===== config.mk =====
export PLATFORM = sky130hd
export DESIGN_NAME = cp0_reg_flat
export DESIGN_NICKNAME = d
export VERILOG_FILES = /design/src/rtl/cp0_reg_pkg.sv /design/src/rtl/cp0_reg_if.sv /design/src/rtl/cp0_reg_timer.sv /design/src/rtl/cp0_reg.sv /design/src/flat_wrapper.sv
export SDC_FILE = /design/constraint.sdc
export NUM_CORES = 1
export LEC_CHECK = 0
export ABC_CLOCK_PERIOD_IN_PS = 2800
export BUFFER_PORTS_ARGS = -buffer_cell sky130_fd_sc_hd__buf_2
export CORE_MARGIN = 2
export CORE_UTILIZATION = 45
export DETAILED_ROUTE_END_ITERATION = 12
export GPL_TIMING_DRIVEN = 1
export PLACE_DENSITY = 0.87
export SYNTH_ARGS = -nofsm -noshare
export SYNTH_HDL_FRONTEND = slang
export SYNTH_SLANG_ARGS = --single-unit

===== constraint.sdc =====
create_clock -name clk -period 2.8 [get_ports clk]
set_input_delay 0.14 -clock clk [delete_from_list [all_inputs] [get_ports clk]]
set_output_delay 0.14 -clock clk [all_outputs]
set_load 0.01 [all_outputs]

===== src/rtl/cp0_reg_pkg.sv =====
// Shared CP0 definitions: widths, exception type codes, register numbers,
// ExcCode values, Status/Cause field positions and an exception decoder.
`ifndef RegWidth
`define RegWidth 32
`endif
`ifndef ExceptionTypeWidth
`define ExceptionTypeWidth 5
`endif

package cp0_reg_pkg;

  // Exception type codes carried on excepttype_i
  localparam logic [`ExceptionTypeWidth-1:0] EXCEPTION_INT     = 5'h01;
  localparam logic [`ExceptionTypeWidth-1:0] EXCEPTION_SYSCALL = 5'h08;
  localparam logic [`ExceptionTypeWidth-1:0] EXCEPTION_RI      = 5'h0a;
  localparam logic [`ExceptionTypeWidth-1:0] EXCEPTION_OV      = 5'h0c;
  localparam logic [`ExceptionTypeWidth-1:0] EXCEPTION_TR      = 5'h0d;
  localparam logic [`ExceptionTypeWidth-1:0] EXCEPTION_ERET    = 5'h0e;

  // CP0 register numbers
  localparam logic [4:0] CP0_REG_COUNT   = 5'd9;
  localparam logic [4:0] CP0_REG_COMPARE = 5'd11;
  localparam logic [4:0] CP0_REG_STATUS  = 5'd12;
  localparam logic [4:0] CP0_REG_CAUSE   = 5'd13;
  localparam logic [4:0] CP0_REG_EPC     = 5'd14;
  localparam logic [4:0] CP0_REG_PRID    = 5'd15;
  localparam logic [4:0] CP0_REG_CONFIG  = 5'd16;

  // Cause.ExcCode values
  localparam logic [4:0] EXCCODE_INT = 5'h00;
  localparam logic [4:0] EXCCODE_SYS = 5'h08;
  localparam logic [4:0] EXCCODE_RI  = 5'h0a;
  localparam logic [4:0] EXCCODE_OV  = 5'h0c;
  localparam logic [4:0] EXCCODE_TR  = 5'h0d;

  // Field positions
  localparam int STATUS_EXL   = 1;
  localparam int CAUSE_BD     = 31;
  localparam int CAUSE_EXC_HI = 6;
  localparam int CAUSE_EXC_LO = 2;
  localparam int CAUSE_IP_HI  = 15;
  localparam int CAUSE_IP_LO  = 8;

  // Software-writable Cause bits: IV, WP and IP[1:0]
  localparam logic [`RegWidth-1:0] CAUSE_WR_MASK = 32'h00C0_0300;
  localparam logic [`RegWidth-1:0] STATUS_RST    = 32'h1000_0000;

  typedef struct packed {
    logic       valid;
    logic [4:0] code;
  } exc_dec_t;

  // Map an exception type to its ExcCode; valid=0 for ERET and unknown codes
  function automatic exc_dec_t decode_exc(input logic [`ExceptionTypeWidth-1:0] t);
    exc_dec_t d;
    d.valid = 1'b1;
    d.code  = EXCCODE_INT;
    case (t)
      EXCEPTION_INT:     d.code = EXCCODE_INT;
      EXCEPTION_SYSCALL: d.code = EXCCODE_SYS;
      EXCEPTION_RI:      d.code = EXCCODE_RI;
      EXCEPTION_OV:      d.code = EXCCODE_OV;
      EXCEPTION_TR:      d.code = EXCCODE_TR;
      default:           d.valid = 1'b0;
    endcase
    return d;
  endfunction

endpackage


===== src/rtl/cp0_reg_if.sv =====
// CP0 access/exception bus between the pipeline (master) and cp0_reg (slave).
`ifndef RegWidth
`define RegWidth 32
`endif
`ifndef ExceptionTypeWidth
`define ExceptionTypeWidth 5
`endif

interface cp0_reg_if;
  logic                           we_i;
  logic [4:0]                     waddr_i;
  logic [`RegWidth-1:0]           wdata_i;
  logic [4:0]                     raddr_i;
  logic [`RegWidth-1:0]           rdata_o;
  logic [5:0]                     int_i;
  logic                           exception_en_i;
  logic [`ExceptionTypeWidth-1:0] excepttype_i;
  logic [`RegWidth-1:0]           current_inst_addr_i;
  logic                           is_in_delayslot_i;
  logic [`RegWidth-1:0]           epc_o;
  logic [`RegWidth-1:0]           status_o;
  logic [`RegWidth-1:0]           cause_o;
  logic                           timer_int_o;

  modport master (
    output we_i, waddr_i, wdata_i, raddr_i, int_i, exception_en_i,
           excepttype_i, current_inst_addr_i, is_in_delayslot_i,
    input  rdata_o, epc_o, status_o, cause_o, timer_int_o
  );

  modport slave (
    input  we_i, waddr_i, wdata_i, raddr_i, int_i, exception_en_i,
           excepttype_i, current_inst_addr_i, is_in_delayslot_i,
    output rdata_o, epc_o, status_o, cause_o, timer_int_o
  );
endinterface


===== src/rtl/cp0_reg_timer.sv =====
// cp0_timer: free-running Count, Compare and the registered timer interrupt.
`ifndef RegWidth
`define RegWidth 32
`endif

module cp0_timer (
  input  logic                 clk,
  input  logic                 rst,
  input  logic                 i_we_count,
  input  logic                 i_we_compare,
  input  logic [`RegWidth-1:0] i_wdata,
  output logic [`RegWidth-1:0] o_count,
  output logic [`RegWidth-1:0] o_compare,
  output logic                 o_timer_int
);

  logic [`RegWidth-1:0] r_count;
  logic [`RegWidth-1:0] r_compare;
  logic                 r_timer_int;
  logic                 w_match;

  assign w_match = (r_compare != '0) && (r_count == r_compare);

  // Count ticks every cycle unless loaded; a Compare write acknowledges the interrupt
  always_ff @(posedge clk or posedge rst) begin
    if (rst) begin
      r_count     <= '0;
      r_compare   <= '0;
      r_timer_int <= 1'b0;
    end else begin
      r_count <= i_we_count ? i_wdata : r_count + 1'b1;
      if (i_we_compare) begin
        r_compare   <= i_wdata;
        r_timer_int <= 1'b0;
      end else if (w_match) begin
        r_timer_int <= 1'b1;
      end
    end
  end

  assign o_count     = r_count;
  assign o_compare   = r_compare;
  assign o_timer_int = r_timer_int;

endmodule


===== src/rtl/cp0_reg.sv =====
// cp0_reg: Coprocessor-0 register file (Status, Cause, EPC, PrId, Config and,
// with CP0_TIMER_EN defined, the Count/Compare timer). Without CP0_TIMER_EN,
// Count/Compare read as 0 and timer_int_o is tied low.
`ifndef RegWidth
`define RegWidth 32
`endif

module cp0_reg
  import cp0_reg_pkg::*;
#(
  parameter logic [`RegWidth-1:0] PRID_VAL   = 32'h0000_4220,
  parameter logic [`RegWidth-1:0] CONFIG_RST = 32'h0000_8000
) (
  input  logic     clk,
  input  logic     rst,
  cp0_reg_if.slave bus
);

  logic [`RegWidth-1:0] r_status;
  logic [`RegWidth-1:0] r_cause;
  logic [`RegWidth-1:0] r_epc;
  logic [`RegWidth-1:0] w_count;
  logic [`RegWidth-1:0] w_compare;
  logic [`RegWidth-1:0] w_rdata;
  logic                 w_timer_int;
  logic                 w_wr_en;
  logic                 w_fwd;
  exc_dec_t             w_dec;

  // An exception flushes the instruction carrying a simultaneous mtc0
  assign w_wr_en = bus.we_i & ~bus.exception_en_i;
  assign w_fwd   = bus.we_i && (bus.waddr_i == bus.raddr_i);
  assign w_dec   = decode_exc(bus.excepttype_i);

`ifdef CP0_TIMER_EN
  localparam bit TIMER_EN = 1'b1;

  cp0_timer u_timer (
    .clk          (clk),
    .rst          (rst),
    .i_we_count   (w_wr_en && (bus.waddr_i == CP0_REG_COUNT)),
    .i_we_compare (w_wr_en && (bus.waddr_i == CP0_REG_COMPARE)),
    .i_wdata      (bus.wdata_i),
    .o_count      (w_count),
    .o_compare    (w_compare),
    .o_timer_int  (w_timer_int)
  );
`else
  localparam bit TIMER_EN = 1'b0;

  assign w_count     = '0;
  assign w_compare   = '0;
  assign w_timer_int = 1'b0;
`endif

  // Status/Cause/EPC update: exceptions take priority over mtc0
  always_ff @(posedge clk or posedge rst) begin
    if (rst) begin
      r_status <= STATUS_RST;
      r_cause  <= '0;
      r_epc    <= '0;
    end else begin
      r_cause[CAUSE_IP_HI:CAUSE_IP_LO+2] <= {bus.int_i[5] | w_timer_int, bus.int_i[4:0]};
      if (bus.exception_en_i) begin
        if (w_dec.valid) begin
          r_status[STATUS_EXL]                <= 1'b1;
          r_cause[CAUSE_EXC_HI:CAUSE_EXC_LO]  <= w_dec.code;
          // EPC/BD only record the outermost exception
          if (!r_status[STATUS_EXL]) begin
            r_cause[CAUSE_BD] <= bus.is_in_delayslot_i;
            r_epc <= bus.is_in_delayslot_i ? bus.current_inst_addr_i - 32'd4
                                           : bus.current_inst_addr_i;
          end
        end else if (bus.excepttype_i == EXCEPTION_ERET) begin
          r_status[STATUS_EXL] <= 1'b0;
        end
      end else if (w_wr_en) begin
        case (bus.waddr_i)
          CP0_REG_STATUS: r_status <= bus.wdata_i;
          CP0_REG_EPC:    r_epc    <= bus.wdata_i;
          CP0_REG_CAUSE: begin
            r_cause[23:22]                   <= bus.wdata_i[23:22];
            r_cause[CAUSE_IP_LO+1:CAUSE_IP_LO] <= bus.wdata_i[CAUSE_IP_LO+1:CAUSE_IP_LO];
          end
          default: ;
        endcase
      end
    end
  end

  // mfc0 read mux, forwarding a same-cycle mtc0 with field masks applied
  always_comb begin
    w_rdata = '0;
    case (bus.raddr_i)
      CP0_REG_COUNT:   w_rdata = (TIMER_EN && w_fwd) ? bus.wdata_i : w_count;
      CP0_REG_COMPARE: w_rdata = (TIMER_EN && w_fwd) ? bus.wdata_i : w_compare;
      CP0_REG_STATUS:  w_rdata = w_fwd ? bus.wdata_i : r_status;
      CP0_REG_CAUSE:   w_rdata = w_fwd ? ((r_cause & ~CAUSE_WR_MASK) | (bus.wdata_i & CAUSE_WR_MASK))
                                       : r_cause;
      CP0_REG_EPC:     w_rdata = w_fwd ? bus.wdata_i : r_epc;
      CP0_REG_PRID:    w_rdata = PRID_VAL;
      CP0_REG_CONFIG:  w_rdata = CONFIG_RST;
      default:         w_rdata = '0;
    endcase
  end

  assign bus.rdata_o     = w_rdata;
  assign bus.epc_o       = r_epc;
  assign bus.status_o    = r_status;
  assign bus.cause_o     = r_cause;
  assign bus.timer_int_o = w_timer_int;

endmodule

===== src/flat_wrapper.sv =====
// flat-port wrapper written by rule: the top's interface ports become plain ports
module cp0_reg_flat import cp0_reg_pkg::*;
#(
  parameter logic [`RegWidth-1:0] PRID_VAL   = 32'h0000_4220,
  parameter logic [`RegWidth-1:0] CONFIG_RST = 32'h0000_8000
)
  (clk, rst, bus_we_i, bus_waddr_i, bus_wdata_i, bus_raddr_i, bus_int_i, bus_exception_en_i, bus_excepttype_i, bus_current_inst_addr_i, bus_is_in_delayslot_i, bus_rdata_o, bus_epc_o, bus_status_o, bus_cause_o, bus_timer_int_o);
  cp0_reg_if bus_i ();
  input  logic clk;
  input  logic rst;
  input wire logic [$bits(bus_i.we_i)-1:0] bus_we_i;
  input wire logic [$bits(bus_i.waddr_i)-1:0] bus_waddr_i;
  input wire logic [$bits(bus_i.wdata_i)-1:0] bus_wdata_i;
  input wire logic [$bits(bus_i.raddr_i)-1:0] bus_raddr_i;
  input wire logic [$bits(bus_i.int_i)-1:0] bus_int_i;
  input wire logic [$bits(bus_i.exception_en_i)-1:0] bus_exception_en_i;
  input wire logic [$bits(bus_i.excepttype_i)-1:0] bus_excepttype_i;
  input wire logic [$bits(bus_i.current_inst_addr_i)-1:0] bus_current_inst_addr_i;
  input wire logic [$bits(bus_i.is_in_delayslot_i)-1:0] bus_is_in_delayslot_i;
  output wire logic [$bits(bus_i.rdata_o)-1:0] bus_rdata_o;
  output wire logic [$bits(bus_i.epc_o)-1:0] bus_epc_o;
  output wire logic [$bits(bus_i.status_o)-1:0] bus_status_o;
  output wire logic [$bits(bus_i.cause_o)-1:0] bus_cause_o;
  output wire logic [$bits(bus_i.timer_int_o)-1:0] bus_timer_int_o;
  assign bus_i.we_i = bus_we_i;
  assign bus_i.waddr_i = bus_waddr_i;
  assign bus_i.wdata_i = bus_wdata_i;
  assign bus_i.raddr_i = bus_raddr_i;
  assign bus_i.int_i = bus_int_i;
  assign bus_i.exception_en_i = bus_exception_en_i;
  assign bus_i.excepttype_i = bus_excepttype_i;
  assign bus_i.current_inst_addr_i = bus_current_inst_addr_i;
  assign bus_i.is_in_delayslot_i = bus_is_in_delayslot_i;
  assign bus_rdata_o = bus_i.rdata_o;
  assign bus_epc_o = bus_i.epc_o;
  assign bus_status_o = bus_i.status_o;
  assign bus_cause_o = bus_i.cause_o;
  assign bus_timer_int_o = bus_i.timer_int_o;
  cp0_reg #(.PRID_VAL(PRID_VAL), .CONFIG_RST(CONFIG_RST)) u_core (.clk(clk), .rst(rst), .bus(bus_i));
endmodule

Yosys cells after proc, flatten, opt, wreduce, memory -nomap -nowiden
Cells that the tools add are included.
{"block": "totals", "inputBits": 90, "wordCells": 59, "register_bits": 80}
{"block": "op_classes", "bitwise": 4, "mux": 17, "n_addsub": 1, "n_reduce_logical": 11, "eq_ne": 18}
{"cell": "32-bit 2-to-1 mux", "count": 9}
{"cell": "32-bit one-hot mux with 5 select lines", "count": 1}
{"cell": "5-bit by 4-bit equality test with 1-bit output (second input constant)", "count": 12}
{"cell": "32-bit by 24-bit bitwise OR with 32-bit output", "count": 1}
{"cell": "32-bit by 3-bit subtractor with 32-bit output (second input constant)", "count": 1}
{"cell": "4-bit one-hot mux with 4 select lines", "count": 1}
{"cell": "3-bit AND reduction", "count": 4}
{"cell": "2-bit nonzero test", "count": 3}
{"cell": "5-bit by 1-bit equality test with 1-bit output (second input constant)", "count": 1}
{"cell": "5-bit equality test", "count": 1}
{"cell": "5-bit equality test (second input constant)", "count": 1}
{"cell": "5-bit OR reduction", "count": 1}
{"cell": "1-bit 2-to-1 mux", "count": 4}
{"cell": "2-bit 2-to-1 mux", "count": 2}
{"cell": "4-bit AND reduction", "count": 1}
{"cell": "3-bit by 1-bit != test with 1-bit output (second input constant)", "count": 1}
{"cell": "2-bit by 1-bit != test with 1-bit output (second input constant)", "count": 1}
{"cell": "2-bit != test (second input constant)", "count": 1}
{"cell": "1-bit inverter", "count": 2}
{"cell": "2-bit AND reduction", "count": 1}
{"cell": "1-bit bitwise AND", "count": 1}
{"cell": "1-bit logical AND", "count": 1}

Longest topological paths before layout
Gate-level depths: netlist of run 1.
{"block": "depth", "word_depth": 5, "mapped_depth": 8}

Least setup slack after synthesis of run 1
OpenSTA, ideal clock, no wires.
{"block": "synth_path", "path_kind": "input-to-reg", "from": "input bus_current_inst_addr_i[16]", "to": "register u_core.r_epc[23], in the netlist u_core.bus.epc_o[23]", "t_required_ps": 2708, "n_path_buf": 2, "arrival_time_ps": 1893, "path_slack_ps": 815, "cell_stages": 7, "path_cell_list": "or3_1 buf_2 or4_4 buf_6 or3_1 and3_1 o31ai_2"}
{"block": "synth_via", "elab_chain_len": 5}
{"element": "start: declaration", "line_no": "flat_wrapper.sv:18", "source": "input wire logic [$bits(bus_i.current_inst_addr_i)-1:0] bus_current_inst_addr_i;"}
{"element": "32-bit by 3-bit subtractor with 32-bit output", "line_no": "cp0_reg.sv:71", "source": "r_epc <= bus.is_in_delayslot_i ? bus.current_inst_addr_i - 32'd4"}
{"element": "32-bit 2-to-1 mux", "line_no": "cp0_reg.sv:71"}
{"element": "32-bit 2-to-1 mux", "line_no": "cp0_reg.sv:69", "source": "if (!r_status[STATUS_EXL]) begin"}
{"element": "32-bit 2-to-1 mux", "line_no": "cp0_reg.sv:65", "source": "if (w_dec.valid) begin"}
{"element": "32-bit 2-to-1 mux", "line_no": "cp0_reg.sv:64", "source": "if (bus.exception_en_i) begin"}
{"element": "end signal: assignment", "line_no": "cp0_reg.sv:71"}
{"element": "end signal: assignment", "line_no": "cp0_reg.sv:80", "source": "CP0_REG_EPC: r_epc <= bus.wdata_i;"}
{"element": "end: declaration", "line_no": "cp0_reg.sv:21", "source": "logic [`RegWidth-1:0] r_epc;"}
No other way between the ends. The select of a mux whose other input is x is not followed.
A chain may end at the register's enable or synchronous reset.

Worst setup path in the final report of run 1
{"block": "layout_path", "from": "input bus_raddr_i[0]", "to": "output bus_rdata_o[3]"}
{"block": "layout_via", "elab_chain_len": 4, "elab_cells_between_ends": 11}
{"element": "start: declaration", "line_no": "flat_wrapper.sv:14", "source": "input wire logic [$bits(bus_i.raddr_i)-1:0] bus_raddr_i;"}
{"element": "5-bit equality test", "line_no": "cp0_reg.sv:32", "source": "assign w_fwd = bus.we_i && (bus.waddr_i == bus.raddr_i);"}
{"element": "1-bit logical AND", "line_no": "cp0_reg.sv:32"}
{"element": "32-bit 2-to-1 mux (on tied branches)", "line_no": "cp0_reg.sv:100, cp0_reg.sv:97, cp0_reg.sv:98"}
{"element": "32-bit one-hot mux with 5 select lines (*)", "line_no": "cp0_reg.sv:94", "source": "case (bus.raddr_i)"}
{"element": "end: declaration", "line_no": "flat_wrapper.sv:20", "source": "output wire logic [$bits(bus_i.rdata_o)-1:0] bus_rdata_o;"}
Every way passes the cells marked *; elsewhere a longest branch is shown, timed or not.

==> results of run 1 <==
-- how the worst max path moves through the flow --
stage	start	end	slack, ns	cells past startpoint
6_report	bus_raddr_i[0]	bus_rdata_o[3]	0.48	8
5_1_grt	bus_raddr_i[0]	bus_rdata_o[3]	0.33	8
4_1_cts	bus_raddr_i[0]	bus_rdata_o[3]	0.48	8
3_5_place_dp	bus_raddr_i[0]	bus_rdata_o[3]	0.48	8
3_3_place_gp	bus_raddr_i[0]	bus_rdata_o[3]	0.56	8
2_1_floorplan	rst	u_core.bus.cause_o[10]	0.64	1
-- power groups by stage --
stage               clock (mW)  sequential, mW  combinational, mW
floorplan                    0            1.80              0.538
global placement             0            1.70               1.16
detailed placement           0            1.71               1.20
CTS                       1.07            1.70               1.20
global route              1.12            1.74               1.33
finish                    1.06            1.70               1.19
-- routing by layer --
layer	vias to the layer above	GRT usage (%)	share of wire, %
li1	2273	-	-
met1	2303	31.41	44
met2	185	40.93	49
met3	15	2.998	5.5
met4	0	6.250	1.3
met5	-	0	0
-- state kept, by name, indices dropped and copies added (netlist names) --
| signal | count |
|---|---|
| u_core.bus.status_o | 32 |
| u_core.bus.cause_o | 15 |
| u_core.bus.epc_o | 32 |
-- per-stage QoR --
step	hold slack, ns	utilization [%]
after floorplan	0.1714	-
after global placement	0.2482	56.66
after detailed placement	0.2498	56.66
after CTS	0.07274	59.75
after global routing	0.07719	59.75
final	0.07923	59.75
-- kinds of logic after synthesis --
family	Yosys count	share of synthesized area [%]
simple gates	179	18.48
mux	92	19.22
compound gates	90	12.49
flops	79	39.02
buf+inv	55	5.627
xor+xnor	28	4.837
fa+ha+maj	1	0.2468
other cells	1	0.07397
-- Yosys cell counts (all sizes together), types with 2 or more instances --
cell,n,area [µm²]
nand4b,2,17.52
xor2,10,87.58
clkbuf,25,93.84
o211ai,4,30.03
xnor2,18,157.7
a211oi,17,127.6
a31oi,2,12.51
o221ai,18,157.7
nand2b,12,75.07
nand3,9,45.04
nand2,64,240.2
o21ai,25,125.1
buf,26,176.4
mux2,43,484.2
or3b,2,17.52
and3,4,25.02
inv,4,15.01
nor3,6,30.03
nor2b,5,31.28
dfrtp,78,1952
or3,5,31.28
nand4bb,2,22.52
nor4,11,81.32
a31o,3,26.28
o41ai,2,17.52
o31ai,7,57.55
nand3b,2,15.01
nor2,38,142.6
mux2i,49,490.5
or2,3,18.77
nand4,2,18.77
a21oi,6,30.03
or4,4,33.78
nor4b,8,91.33
-- layout make-up --
type | count | area [µm²]
Fill cell | 951 | 4402
Inverter | 4 | 16.27
Multi-Input combinational cell | 408 | 2893
Timing Repair Buffer | 223 | 1204
Sequential cell | 79 | 1978
Clock buffer | 11 | 232.7
Tap cell | 140 | 175.2
Clock inverter | 5 | 35.03
==> results.yml, run 1 <==
critical_path:
  cp_cell_sequence: "buf_2, xor2_1, nor4_1, and3_1, buf_4, mux2i_1, o221ai_1, buf_2"
  critPathMaxFanout: 16
  critPathBufInv: 3
  crit_path_end_kind: "primary output"
  path_common_cell: "buf_2"
  reg2reg_to: "u_core.bus.cause_o[31]"
  critPathSlowestCell: "and3_1"
  cp-start-kind: "input port"
  worst-setup-path-type: "input port to primary output"
  worst_ep_arrival_time_ns: 2.18
  crit_family: "simple AND/OR/NAND/NOR gates"
  required_ns: 2.66
  max_stage_delay_ns: 0.41
  rrSetupSlack_ns: 1.01
  ff2ff_path_depth: 3
  timing.rr.start: "u_core.bus.status_o[1]"
floorplanning:
  die_h_um: 110.1
  core_area_um2: 10940
  die_x_um: 110.1
  start_util_pct: 46.36
  fp.dieArea_um2: 12130
  io_pins: 219
  row_count: 38
placed_design:
  placed_area_um2: 6196
  placedCellCount: 847
  portBuffers: 200
  gp_congestion: 0.8821
  dp_slack_ns: 0.4820
  dp_hpwl_um: 11040
clock_tree:
  cts_resized: 0
  insertion_delay_ns: 0.32
  cts-htree-levels: 3
  holdBufCountCts: 7
  cts_tree: "done"
  cts_setup_buffers: 0
  cts.clk_slew.worst_paths_ns: 0.06
  clockBufferDepth: 2
  cts_sinks: 79
  root_buffer: "clkbuf_16"
  cts-buffers-inserted: 9
routing:
  wl_per_cell_um: 16.76
  viasPerCell: 5.490
  vias: 4776
  drt_iter0_drc: 283
  first_pass_iters: 4
  drtAntennaViolNets: 0
  drt-total-wl_um: 14580
  drc: 0
synth:
  seq_area_frac_synth_pct: 39.02
  synth_cells: 525
  synthFlopType: "dfrtp_1"
  synth_area_per_cell_um2: 9.657
  synth_edf_count: 0
  synth_cell_types: 52
  yosys_register_bits: 79
  syn-cell-area_um2: 5070
  ys_async_sr_fraction_pct: 100.0
  ys_warn_count: 16
layout:
  layout_common_cells: "buf_2, dfrtp_1, nand2_1, mux2i_1, mux2_2"
  final_common_cell: "buf_2"
  nets: 816
  area_delta_synth_final_pct: 28.87
  fin_area_um2: 6534
  n_antenna_cell: 0
  drive_gt1_share_pct: 40.14
  stdcell_count: 870
pwr:
  finalPower_mw: 3.954
  combPwrFrac_pct: 30.2
  p_clk_share_pct: 26.7
  power.switching_mw: 1.350
  power_frac_seq_pct: 43.1
  switching_share_pct: 34.15
  p_per_area_nw_per_um2: 605.1
  peakVddDrop_mv: 0.3038
  internal-power_mw: 2.603
  p_leak_nw: 3.171
global_routing:
  grt-ovfl-total: 0
  antenna_found_initial: 0
  grt_use_total_pct: 23.68
  first_global_vias: 4466
  grt_pass1_wl_um: 22360
  grt_max_degree: 41
run_status:
  status: "finished, final reports clean"
timing:
  setup_slack_ns: 0.4777
  setup_tns_ns: 0
  min_period_ns: 2.322
  drv_slew: 0
  hold_viol: 0
  rsz0062_at_grt: "no"
  post-route-period-util_pct: 82.94
  relSlewSlack_pct: 52.38
  finalSetupViolCount: 0
  tightest_slew_ns: 0.7143
  fmax_ghz: 0.4306
  skew_ns: 0.006983
job:
  drv_cap: 0
hold_path:
  hp-class: "input port to register"
  worst_hold_path.num_cells: 2
  hold_path_end: "u_core.bus.status_o[28]"
  min_from: "bus_wdata_i[28]"
Power figures use the tool's default switching activity.
==> run 2, diff against run 1 <==
Settings changed: ABC_CLOCK_PERIOD_IN_PS 2800 to 2100, CORE_UTILIZATION 45 to 44, PLACE_DENSITY 0.87 to 0.89.
Clock period 2.8 ns to 2.1 ns, I/O delays scaled along.
==> run 2 against run 1 <==
  * Hold slack worse by 0.039 ns
  * Global-route usage is 0.98 points higher
  * Setup slack worse by 0.28 ns
  * First-iteration DRC count is 4.6% higher
==> results.yml, run 2 (synthesized netlist as in run 1, its figures left out) <==
run_status:
  status: "finished, final reports clean"
timing:
  skew_ns: 0.005911
  min_period_ns: 1.903
  fmax_ghz: 0.5254
  post-route-period-util_pct: 90.63
  hold_viol: 0
  rsz0062_at_grt: "no"
  tightest_slew_ns: 0.6241
  relSlewSlack_pct: 57.80
  hold_ws_ns: 0.03984
  finalSetupViolCount: 0
  drv_slew: 0
  setup_tns_ns: 0
global_routing:
  grt_max_degree: 80
  grt_pass1_wl_um: 24430
  antenna_found_initial: 0
  grt_use_total_pct: 24.66
  first_global_vias: 4673
  grt-ovfl-total: 0
job:
  drv_cap: 0
layout:
  fin_area_um2: 6634
  layout_common_cells: "buf_2, dfrtp_1, nand2_1, mux2i_1, mux2_2"
  stdcell_count: 883
  final_common_cell: "buf_2"
  nets: 826
  n_antenna_cell: 0
  area_delta_synth_final_pct: 30.85
  drive_gt1_share_pct: 41.35
placed_design:
  portBuffers: 200
  gp_congestion: 0.8404
  placed_area_um2: 6290
  dp_hpwl_um: 11490
  placedCellCount: 860
floorplanning:
  die_x_um: 111.3
  row_count: 39
  core_area_um2: 11320
  die_h_um: 111.3
  fp.dieArea_um2: 12400
  io_pins: 219
  start_util_pct: 44.78
critical_path:
  ff2ff_path_depth: 4
  worst_ep_arrival_time_ns: 2.09
  required_ns: 2.29
  cp-start-kind: "input port"
  crit_path_end_kind: "register"
  rrSetupSlack_ns: 0.30
  worst-setup-path-type: "input port to register"
  critPathMaxFanout: 5
pwr:
  p_per_area_nw_per_um2: 800.3
  internal-power_mw: 3.474
  finalPower_mw: 5.309
  p_leak_nw: 3.225
  peakVddDrop_mv: 0.4529
  combPwrFrac_pct: 30.5
  power_frac_seq_pct: 42.7
  power.switching_mw: 1.835
  p_clk_share_pct: 26.8
  switching_share_pct: 34.56
clock_tree:
  cts.clk_slew.worst_paths_ns: 0.06
  cts_tree: "done"
  cts-buffers-inserted: 9
  clockBufferDepth: 2
  root_buffer: "clkbuf_16"
  cts_sinks: 79
  cts-htree-levels: 3
  insertion_delay_ns: 0.33
hold_path:
  hp-class: "input port to register"
  worst_hold_path.num_cells: 2
routing:
  first_pass_iters: 4
  drt_iter0_drc: 296
  drc: 0
  drt-total-wl_um: 15490
  viasPerCell: 5.445
  vias: 4808
  drtAntennaViolNets: 0
  wl_per_cell_um: 17.55
[run 2: critical path, cell delays in order]
cell and delay (ns):
buf_2 0.12, nor4_2 0.52, buf_4 0.24, nand4b_1 0.26, nor4_1 0.54, xnor2_1 0.18, o221ai_1 0.13
[run 2: area by class of cell]
type,instances,area (µm²)
clock inverters,6,37.54
clock buffers,10,229.0
multi-input cells,408,2900
well taps,143,178.9
inverters,4,18.77
fillers,1018,4687
repair buffers,233,1291
flip-flops and latches,79,1978
[run 2: repair_timing]
action                                 CTS  global route
endpoints found under the hold margin   84             0
hold buffers                             7             0
setup endpoints to repair                0             8
buffers inserted                         0             0
gates resized for setup                  0             2
[run 2: layer usage]
metal	global-route usage (%)	wire length [µm]	part of all wire, %	vias to the layer above
li1	-	-	-	2301
met1	31.77	6622	43	2309
met2	41.54	7678	50	172
met3	4.790	875	5.6	26
met4	8.971	317	2.0	0
met5	0	0	0	-
[run 2: final timing paths]
| kind | startpoint | end |
|---|---|---|
| setup reg to reg | u_core.bus.status_o[1] | u_core.bus.epc_o[3] |
| min in group asynchronous | rst | u_core.bus.status_o[4] |
| hold reg to reg | u_core.bus.epc_o[5] | u_core.bus.epc_o[5] |
| hold / removal | bus_wdata_i[26] | u_core.bus.status_o[26] |
| setup / recovery | bus_current_inst_addr_i[12] | u_core.bus.epc_o[31] |
| max in group asynchronous | rst | u_core.bus.status_o[28] |
[run 2: power by group through the flow]
| stage | combinational (mW) | clock, mW | sequential [mW] |
|---|---|---|---|
| final | 1.62 | 1.42 | 2.27 |
| after CTS | 1.63 | 1.45 | 2.27 |
| after detailed placement | 1.62 | 0 | 2.29 |
| after floorplan | 0.718 | 0 | 2.40 |
| after global routing | 1.77 | 1.52 | 2.32 |
| after global placement | 1.56 | 0 | 2.28 |
[run 2: stage by stage]
stage / worst slack, ns / util [%]
floorplan: 0.1500 / -
global placement: 0.04728 / 55.56
detailed placement: -0.07158 / 55.56
CTS: 0.07701 / 58.53
global route: 0.05169 / 58.60
finish: 0.1969 / 58.60
==> run 3, diff against run 2 <==
Settings changed: CELL_PAD_IN_SITES_DETAIL_PLACEMENT set to 1, CELL_PAD_IN_SITES_GLOBAL_PLACEMENT set to 1, CORE_MARGIN 2 to not set, CORE_UTILIZATION 44 to 32, PLACE_DENSITY 0.89 to 0.88.
==> run 3 against run 2 <==
  * Final cell count increased by 8.0%
  * Wire length increased by 16%
  * Combinational power increased by 2%
  * Critical endpoint is now u_core.bus.epc_o[3]
  * Critical path depth decreased by 3
  * Sequential share of layout area decreased by 1.1 points
  * Global-route usage decreased by 2.4 points
  * Sequential cell count unchanged
  * Die area increased by 32%
==> results.yml, run 3 (synthesized netlist as in run 1, its figures left out) <==
run_status:
  status: "finished, final reports clean"
timing:
  fmax_ghz: 0.5170
  min_period_ns: 1.934
  tightest_slew_ns: 0.7023
  skew_ns: 0.004779
  rsz0062_at_grt: "no"
  setup_tns_ns: 0
  hold_ws_ns: 0.02741
  drv_slew: 0
  setup_slack_ns: 0.1658
  hold_viol: 0
  post-route-period-util_pct: 92.11
  relSlewSlack_pct: 52.52
  finalSetupViolCount: 0
routing:
  drt-total-wl_um: 18000
  first_pass_iters: 4
  vias: 4940
  viasPerCell: 5.178
  drtAntennaViolNets: 0
  wl_per_cell_um: 18.87
  drc: 0
  drt_iter0_drc: 170
hold_path:
  hp-class: "input port to register"
pwr:
  finalPower_mw: 6.123
  power_frac_seq_pct: 37.4
  switching_share_pct: 31.29
  power.switching_mw: 1.916
  internal-power_mw: 4.207
  p_per_area_nw_per_um2: 888.6
  combPwrFrac_pct: 27.2
  peakVddDrop_mv: 0.4432
  p_clk_share_pct: 35.4
  p_leak_nw: 3.319
critical_path:
  rrSetupSlack_ns: 0.17
  cp-start-kind: "register"
  crit_path_end_kind: "register"
  required_ns: 2.32
  critPathMaxFanout: 29
  worst-setup-path-type: "register to register"
  worst_ep_arrival_time_ns: 2.16
floorplanning:
  fp.dieArea_um2: 16350
  die_x_um: 127.9
  core_area_um2: 15310
  start_util_pct: 33.10
  row_count: 45
  die_h_um: 127.9
  io_pins: 219
clock_tree:
  cts-buffers-inserted: 9
  cts_sinks: 79
  cts_setup_buffers: 0
  root_buffer: "clkbuf_16"
  clockBufferDepth: 2
  cts-htree-levels: 3
  cts_tree: "done"
  insertion_delay_ns: 0.34
  cts.clk_slew.worst_paths_ns: 0.06
layout:
  area_delta_synth_final_pct: 35.91
  final_common_cell: "buf_2"
  nets: 829
  n_antenna_cell: 0
  multi_input_area_um2: 2894
  final-seq-area_um2: 1978
  fillCellCount: 1825
  drive_gt1_share_pct: 41.45
  layout_common_cells: "buf_2, dfrtp_1, nand2_1, mux2i_1, mux2_2"
global_routing:
  grt_pass1_wl_um: 27770
  grt-ovfl-total: 0
  grt_use_total_pct: 22.28
  grt_max_degree: 80
  antenna_found_initial: 0
  first_global_vias: 5053
placed_design:
  portBuffers: 200
  dp_hpwl_um: 13460
  gp_congestion: 0.8101
  dp_slack_ns: 0.03243
job:
  drv_cap: 0
[run 3: changes by cell type in the layout (fill, tap and decap cells not counted)]
cell | before | now
buf_4 | 24 | 26
nor4_2 | 4 | 3
clkinvlp_4 | 4 | 1
clkinv_2 | 3 | 0
buf_12 | 2 | 3
bufinv_16 | 0 | 6
nor4_1 | 7 | 8
[run 3: routing by layer]
metal  GRT usage [%]  vias up  part of all wire (%)
li1                -     2309                     -
met1           27.87     2439                    44
met2           37.56      154                    49
met3           3.715       38                   4.1
met4           10.24        0                   3.2
met5               0        -                     0
[run 3: critical path: stages (launching register included)]
cell and delay (ns):
dfrtp_1 0.41, nor2_1 0.13, a21oi_4 0.48, buf_4 0.40
mux2_2 0.39
[run 3: path summary, 6_finish.rpt]
path	startpoint	endpoint	cells after the start
worst max-delay path	u_core.bus.status_o[1]	u_core.bus.epc_o[3]	4
worst min-delay path	bus_wdata_i[0]	u_core.bus.status_o[0]	2
worst max register to register	u_core.bus.status_o[1]	u_core.bus.epc_o[3]	4
worst min register to register	u_core.bus.epc_o[13]	u_core.bus.epc_o[13]	2
max in group asynchronous	rst	u_core.bus.status_o[28]	4
min in group asynchronous	rst	u_core.bus.cause_o[5]	4
[run 3: final cells by class]
class	instances	share of cell area (%)
clock inverters	6	2.615
multi-input cells	408	42.00
flip-flops and latches	79	28.71
repair buffers	236	19.25
inverters	4	0.2724
clock buffers	10	3.323
well taps	211	3.831
[run 3: power by group through the flow]
| stage | combinational [mW] | sequential, mW | clock (mW) |
|---|---|---|---|
| global placement | 1.58 | 2.30 | 0 |
| global route | 1.84 | 2.34 | 2.25 |
| finish | 1.66 | 2.29 | 2.17 |
| CTS | 1.68 | 2.29 | 2.19 |
| detailed placement | 1.66 | 2.31 | 0 |
| floorplan | 0.718 | 2.40 | 0 |
[run 3: stage by stage]
step	area (µm²)	instances	util, %
after CTS	6889	954	44.98
after floorplan	5137	542	-
final	6890	954	44.99
after global routing	6890	954	44.99
after global placement	6410	931	41.85
after detailed placement	6410	931	41.85
[run 3: timing repair]
action,in CTS,in global routing
hold buffers,7,0
endpoints found under the setup margin,0,2
hold endpoints to repair,84,0
resized for setup,0,1
